**config.mk**
```make
export PLATFORM = sky130hd
export DESIGN_NAME = sar_converter
export DESIGN_NICKNAME = d
export VERILOG_FILES = /design/src/rtl/sar_converter.sv
export SDC_FILE = /design/constraint.sdc
export NUM_CORES = 1
export LEC_CHECK = 0
export ABC_AREA = 1
export BUFFER_PORTS_ARGS = -buffer_cell sky130_fd_sc_hd__buf_2
export CORE_MARGIN = 4
export CORE_UTILIZATION = 50
export DETAILED_ROUTE_END_ITERATION = 10
export MAX_ROUTING_LAYER = met4
export PLACE_DENSITY = 0.81
export SKIP_LAST_GASP = 1
export SYNTH_ARGS = -nofsm -noshare
export SYNTH_HDL_FRONTEND = slang
export SYNTH_SLANG_ARGS = --single-unit
export TNS_END_PERCENT = 5
```
**constraint.sdc**
```tcl
create_clock -name clock -period 1.5 [get_ports clock]
set_clock_uncertainty 0.1 [all_clocks]
set_input_delay 0.45 -clock clock [delete_from_list [all_inputs] [get_ports clock]]
set_output_delay 0.45 -clock clock [all_outputs]
set_load 0.01 [all_outputs]
```
**src/rtl/sar_converter.sv**
```systemverilog
// sar_converter: behavioural successive-approximation converter.
// Answers a level-sensitive soc/eoc handshake and binary-searches vin over N
// clock steps, one result bit per clock. The result appears on x on the same
// edge that eoc rises.
//
// Optional feature (macro SAR_SAMPLE_HOLD_EN):
//   defined   - vin is captured into a held register on the IDLE->ARMED edge
//               and every search step compares against that captured value.
//   undefined - there is no held register; each search step compares against
//               the live vin seen on that clock.

module sar_converter #(
    parameter int N = 8
) (
    input  logic         clock,
    input  logic         reset_,
    input  logic         soc,
    input  logic [N-1:0] vin,
    output logic         eoc,
    output logic [N-1:0] x
);

    // Mask value loaded at the start of a search: only the MSB is set.
    localparam logic [N-1:0] MSB_MASK = {1'b1, {(N-1){1'b0}}};

    typedef enum logic [1:0] {
        ST_IDLE  = 2'd0,
        ST_ARMED = 2'd1,
        ST_CONV  = 2'd2
    } state_t;

    state_t       state_reg;
    state_t       state_next;
    logic [N-1:0] result_reg;
    logic [N-1:0] result_next;
    logic [N-1:0] mask_reg;
    logic [N-1:0] mask_next;
    logic [N-1:0] x_reg;
    logic [N-1:0] x_next;
    logic         eoc_reg;
    logic         eoc_next;

    // Value the search compares against, and the candidate for this step.
    logic [N-1:0] ref_val;
    logic [N-1:0] trial;
    logic [N-1:0] step_result;

`ifdef SAR_SAMPLE_HOLD_EN
    logic [N-1:0] held_reg;
    logic [N-1:0] held_next;

    // Sample-and-hold register: holds the vin captured at the start of a request.
    always_ff @(posedge clock or negedge reset_) begin
        if (!reset_) begin
            held_reg <= '0;
        end else begin
            held_reg <= held_next;
        end
    end

    assign ref_val = held_reg;
`else
    assign ref_val = vin;
`endif

    // Candidate bit pattern for the current step: the bits kept so far plus
    // the bit under test.
    genvar gi;
    generate
        for (gi = 0; gi < N; gi++) begin : g_trial
            assign trial[gi] = result_reg[gi] | mask_reg[gi];
        end
    endgenerate

    // Keep the tested bit only when the candidate does not exceed the reference.
    // Both operands are N-bit unsigned, so no overflow is possible.
    assign step_result = (trial <= ref_val) ? trial : result_reg;

    // State and datapath registers; reset returns to idle with eoc high and x cleared.
    always_ff @(posedge clock or negedge reset_) begin
        if (!reset_) begin
            state_reg  <= ST_IDLE;
            result_reg <= '0;
            mask_reg   <= '0;
            x_reg      <= '0;
            eoc_reg    <= 1'b1;
        end else begin
            state_reg  <= state_next;
            result_reg <= result_next;
            mask_reg   <= mask_next;
            x_reg      <= x_next;
            eoc_reg    <= eoc_next;
        end
    end

    // Next-state and datapath control for the handshake and the bit search.
    always_comb begin
        state_next  = state_reg;
        result_next = result_reg;
        mask_next   = mask_reg;
        x_next      = x_reg;
        eoc_next    = eoc_reg;
`ifdef SAR_SAMPLE_HOLD_EN
        held_next   = held_reg;
`endif

        unique case (state_reg)
            ST_IDLE: begin
                eoc_next = 1'b1;
                if (soc) begin
                    // Accept the request; busy is signalled one clock later.
                    eoc_next   = 1'b0;
                    state_next = ST_ARMED;
`ifdef SAR_SAMPLE_HOLD_EN
                    held_next  = vin;
`endif
                end
            end

            ST_ARMED: begin
                // The search starts only once the requester has dropped soc,
                // so a requester that holds soc can stall here indefinitely.
                if (!soc) begin
                    result_next = '0;
                    mask_next   = MSB_MASK;
                    state_next  = ST_CONV;
                end
            end

            ST_CONV: begin
                // soc is ignored while the search runs.
                result_next = step_result;
                mask_next   = mask_reg >> 1;
                if (mask_reg[0]) begin
                    // Last bit decided: publish the result and signal done together.
                    x_next     = step_result;
                    eoc_next   = 1'b1;
                    state_next = ST_IDLE;
                end
            end

            default: begin
                state_next = ST_IDLE;
                eoc_next   = 1'b1;
            end
        endcase
    end

    assign eoc = eoc_reg;
    assign x   = x_reg;

endmodule

```
# Yosys cells after proc, flatten, opt, wreduce, memory -nomap -nowiden
# Cells that the tools add are included.
# op_classes
eq_ne	5
n_bitwise	9
n_reduce_logical	6
n_lt_le_gt_ge	1
muxes	12
# op_table
cell	count
$pmux W8 S2	2
$mux W8	3
$le A8 B8 Y1	1
$or A1 B1 Y1	8
$mux W2	3
$ne A2 B2 Y1 const B	3
$pmux W2 S3	1
$reduce_and A2 Y1	3
$pmux W1 S3	1
$reduce_and A3 Y1	1
$eq A2 B1 Y1 const B	1
$eq A2 B2 Y1 const B	1
$logic_not A2 Y1	1
$mux W1	2
$reduce_bool A2 Y1	1
$not A1 Y1	1
# totals
wordCells	38
reg_bits	27
in_bits	11
output_inout_bits	9

# Logic depth before layout (Yosys ltp)
# depth
ltp_word	4
mapped_depth	12
depth_no_buf	12

# Worst setup path before layout
# OpenSTA, ideal clock, no wires.
# synth_timing
path_type	register to register
startpoint	register result_reg[7]
endpoint	register x_reg[1] (netlist: x[1])
period_less_slack_ns	1.584
setup_ns	0.117
t_arrival_ns	1.367
stages_incl_launch_ff	11
required_ns	1.283
setup_slack_ns	-0.084
path_buffers	0
cell_sequence	dfrtp_1 inv_1 nand2_1 ha_1 nand2_1 nor2_1 nand2_1 nand2_2 nand3_1 nand3_1 nand2_1
# synth_via
elab_chain_len	3
# synth_rtl
item	line	rtl
start: declaration	34	logic [N-1:0] result_reg;
start signal: assignment	89	result_reg <= result_next;
$or A1 B1 Y1	71	assign trial[gi] = result_reg[gi] | mask_reg[gi];
$le A8 B8 Y1	77	assign step_result = (trial <= ref_val) ? trial : result_reg;
$mux W8	77	
end signal: assignment	91	x_reg <= x_next;
end: declaration	38	logic [N-1:0] x_reg;
# Every way passes these cells.
# A chain may end at the register's enable or synchronous reset.

# Worst setup path after layout
# layout_timing
startpoint	register result_reg[4]
endpoint	register result_reg[0]
# layout_via
elab_chain_len	4
# layout_rtl
item	line	rtl
$or A1 B1 Y1	71	
$le A8 B8 Y1	77	
$mux W8	77	
$pmux W8 S2	107	unique case (state_reg)
# Every way passes these cells.

==> flow_summary.yaml <==
final_layout:
  multi_input_area_um2: 741
  final_common_cell: "nand2_1"
  diodes: 0
  layout_common_cells: "nand2_1, buf_4, dfrtp_1, buf_2, inv_2"
  nFillCells: 149
  area.growth.synth_to_final_pct: 40.1
  seq_area_um2: 677
  drive_gt1_share_pct: 45.6
  nets: 237
global_routing:
  grt_pass1_vias: 1299
  overflow: 0
  grt_usage_pct: 21.7
  grt_pass1_wl_um: 5600
  grt_max_degree: 28
  antenna_found_initial: 0
pwr:
  clkPwrFrac_pct: 9.1
  p_int_uw: 1990
  power.density_nw_per_um2: 1880
  max-vdd-ir-drop_uv: 1350
  p_leak_uw: 0.00104
  swShare_pct: 45.2
  power_switching_uw: 1640
  power_frac_comb_pct: 59.1
  share_seq_of_total_power_pct: 31.8
  power.total_uw: 3630
detailed_routing:
  drc_errors: 0
  wl_per_cell_um: 16.7
  dr.pass1.iters: 4
  vias: 1387
  drt_iter0_markers: 58
  via_per_inst: 5.62
  drt_wl_total_um: 4130
  drtAntennaViolNets: 0
worst_hold_path:
  hold_path_class: "input pin to register"
  hold_depth: 3
  holdPathEnd: "state_reg[0]"
  hold_start: "soc"
timing:
  slew-limit-headroom_pct: 75.8
  fin_crit_sh_pct: 121
  setup_viol: 17
  period_minus_slack_ns: 1.81
  hold_viol_final: 0
  rsz0062_at_grt: "yes"
  whs_ns: 0.259
  tightest_slew_ns: 0.364
  slew_viol_final: 0
  max_freq_mhz: 552
  setup_slack_ns: -0.311
synthesis:
  ys_types: 19
  synth_area_leaders: "dfrtp_1, nand2_1, inv_1"
  synthCells: 165
  syn_area_per_cell_um2: 8.35
  yosysTopAreaCellShare_pct: 47.2
  yosysTopAreaCell: "dfrtp_1"
  synth_area_um2: 1380
  synthesis.nets: 184
  seq_area_frac_synth_pct: 49.1
  ys_seq_elements: 27
  ys_warn_count: 0
floorplanning:
  start_util_pct: 54.1
  core_area_um2: 2540
  num_rows: 18
  ios: 20
  chipWidth_um: 60.5
  dieHeight_um: 60.5
  die_area_um2: 3660
clock_tree:
  cts_buffer_depth: 2
  htreeDepth: 1
  cts-root-buf: "clkbuf_4"
  clk_latency_ns: 0.34
  cts_sinks: 27
  tritoncts: "built"
  cts_made_buffers: 3
  clkSlewWorstSetupHoldPaths_ns: 0.15
placement:
  gp_congestion: 0.942
  portBuffers: 19
  hpwl_um: 2390
critical_path:
  r2r-end: "result_reg[0]"
  cp_top_family: "simple AND/OR/NAND/NOR gates"
  slowest_stage: "dfrtp_1"
  worstReg2RegStart: "result_reg[4]"
  crit_type: "register to register"
  path_max_fanout: 8
  worstPathArrival_ns: 2.00
  ff2ff_path_depth: 9
  cp.buffers_inverters: 2
  worstSetupStartpointType: "register"
  ff2ff_setup_slack_ns: -0.31
  cp_cell_sequence: "inv_2, nand2_2, ha_4, nand2_2, nor2_4, nand4_4, nand3_1, nand3_1, inv_1"
  endpoint_kind: "register"
  slowest_delay_ns: 0.44
  crit_required_ns: 1.69
run:
  cap_violations: 0
status:
  violations: "negative setup slack"
  status: "finished, violations left"
==> Yosys cell counts (all sizes together) <==
master and n:
inv 31, dfstp 1, nor3 1, nand4 1, a21oi 10, a21o 1
o21ai 1, nor2 15, ha 8, dfrtp 26, nand2 45, nand3 17
buf 1, o22ai 7
==> worst reg2reg max path: cells and delay by family (launching register included) <==
family	cells	cell delay [ns]
buffers and inverters	2	0.15
adders and majority gates	1	0.27
and+or+nand+nor	6	0.82
DFF	1	0.44
==> worst max path at each step <==
stage,startpoint,to,cells after the start
6_report,result_reg[4],result_reg[0],9
4_1_cts,result_reg[7],result_reg[3],9
5_1_grt,result_reg[2],result_reg[0],12
3_3_place_gp,vin[7],x[6],9
3_5_place_dp,vin[7],result_reg[3],9
2_1_floorplan,result_reg[5],x[1],10
==> area by class of cell <==
cell class | count | share of cell area, %
multi-input combinational | 106 | 38.4
sequential | 27 | 35.1
timing repair buffer | 49 | 16.7
inverter | 31 | 6.42
tap | 30 | 1.95
clock buffer | 3 | 1.17
clock inverter | 1 | 0.259
==> power by group through the flow <==
stage	clock [uW]	combinational (uW)	sequential [uW]
after floorplan	0	921	1170
after global placement	0	1530	1130
after detailed placement	0	1620	1140
after CTS	333	1880	1130
after global routing	352	2310	1180
final	331	2140	1150
==> metal layers <==
metal	up-vias	GRT usage, %	part of all wire (%)
li1	630	-	-
met5	-	-	0
met4	0	12.1	3.7
met3	16	3.83	6.2
met1	673	24.5	40
met2	68	36.1	50
==> per-stage QoR <==
stage / utilization [%] / worst slack (ns) / instances / instance area (um^2) / setup TNS [ns]
6_report: 75.8 / -0.311 / 247 / 1930 / -4.05
5_1_grt: 75.8 / -0.415 / 247 / 1930 / -5.45
4_1_cts: 71.6 / -0.245 / 241 / 1820 / -3.69
3_5_place_dp: 64.8 / -0.360 / 232 / 1650 / -5.04
3_3_place_gp: 64.8 / -0.247 / 232 / 1650 / -3.69
2_1_floorplan: - / -0.0502 / 165 / 1380 / -0.689
==> timing repair <==
item	4_1_cts	5_1_grt
hold buffers	1	0
endpoints found under the hold margin	12	0
buffers inserted	4	6
endpoints found under the setup margin	17	17
resized for setup	25	17
pin swaps	8	13
gates cloned	0	0
==> logic make-up after synthesis <==
logic type | Yosys count | share of synthesized area, %
buffers and inverters | 32 | 9.36
AOI/OAI and AO/OA | 19 | 7.72
DFF | 27 | 49.1
and+or+nand+nor | 79 | 26.5
adders and majority gates | 8 | 7.27
Power figures use the tool's default switching activity.
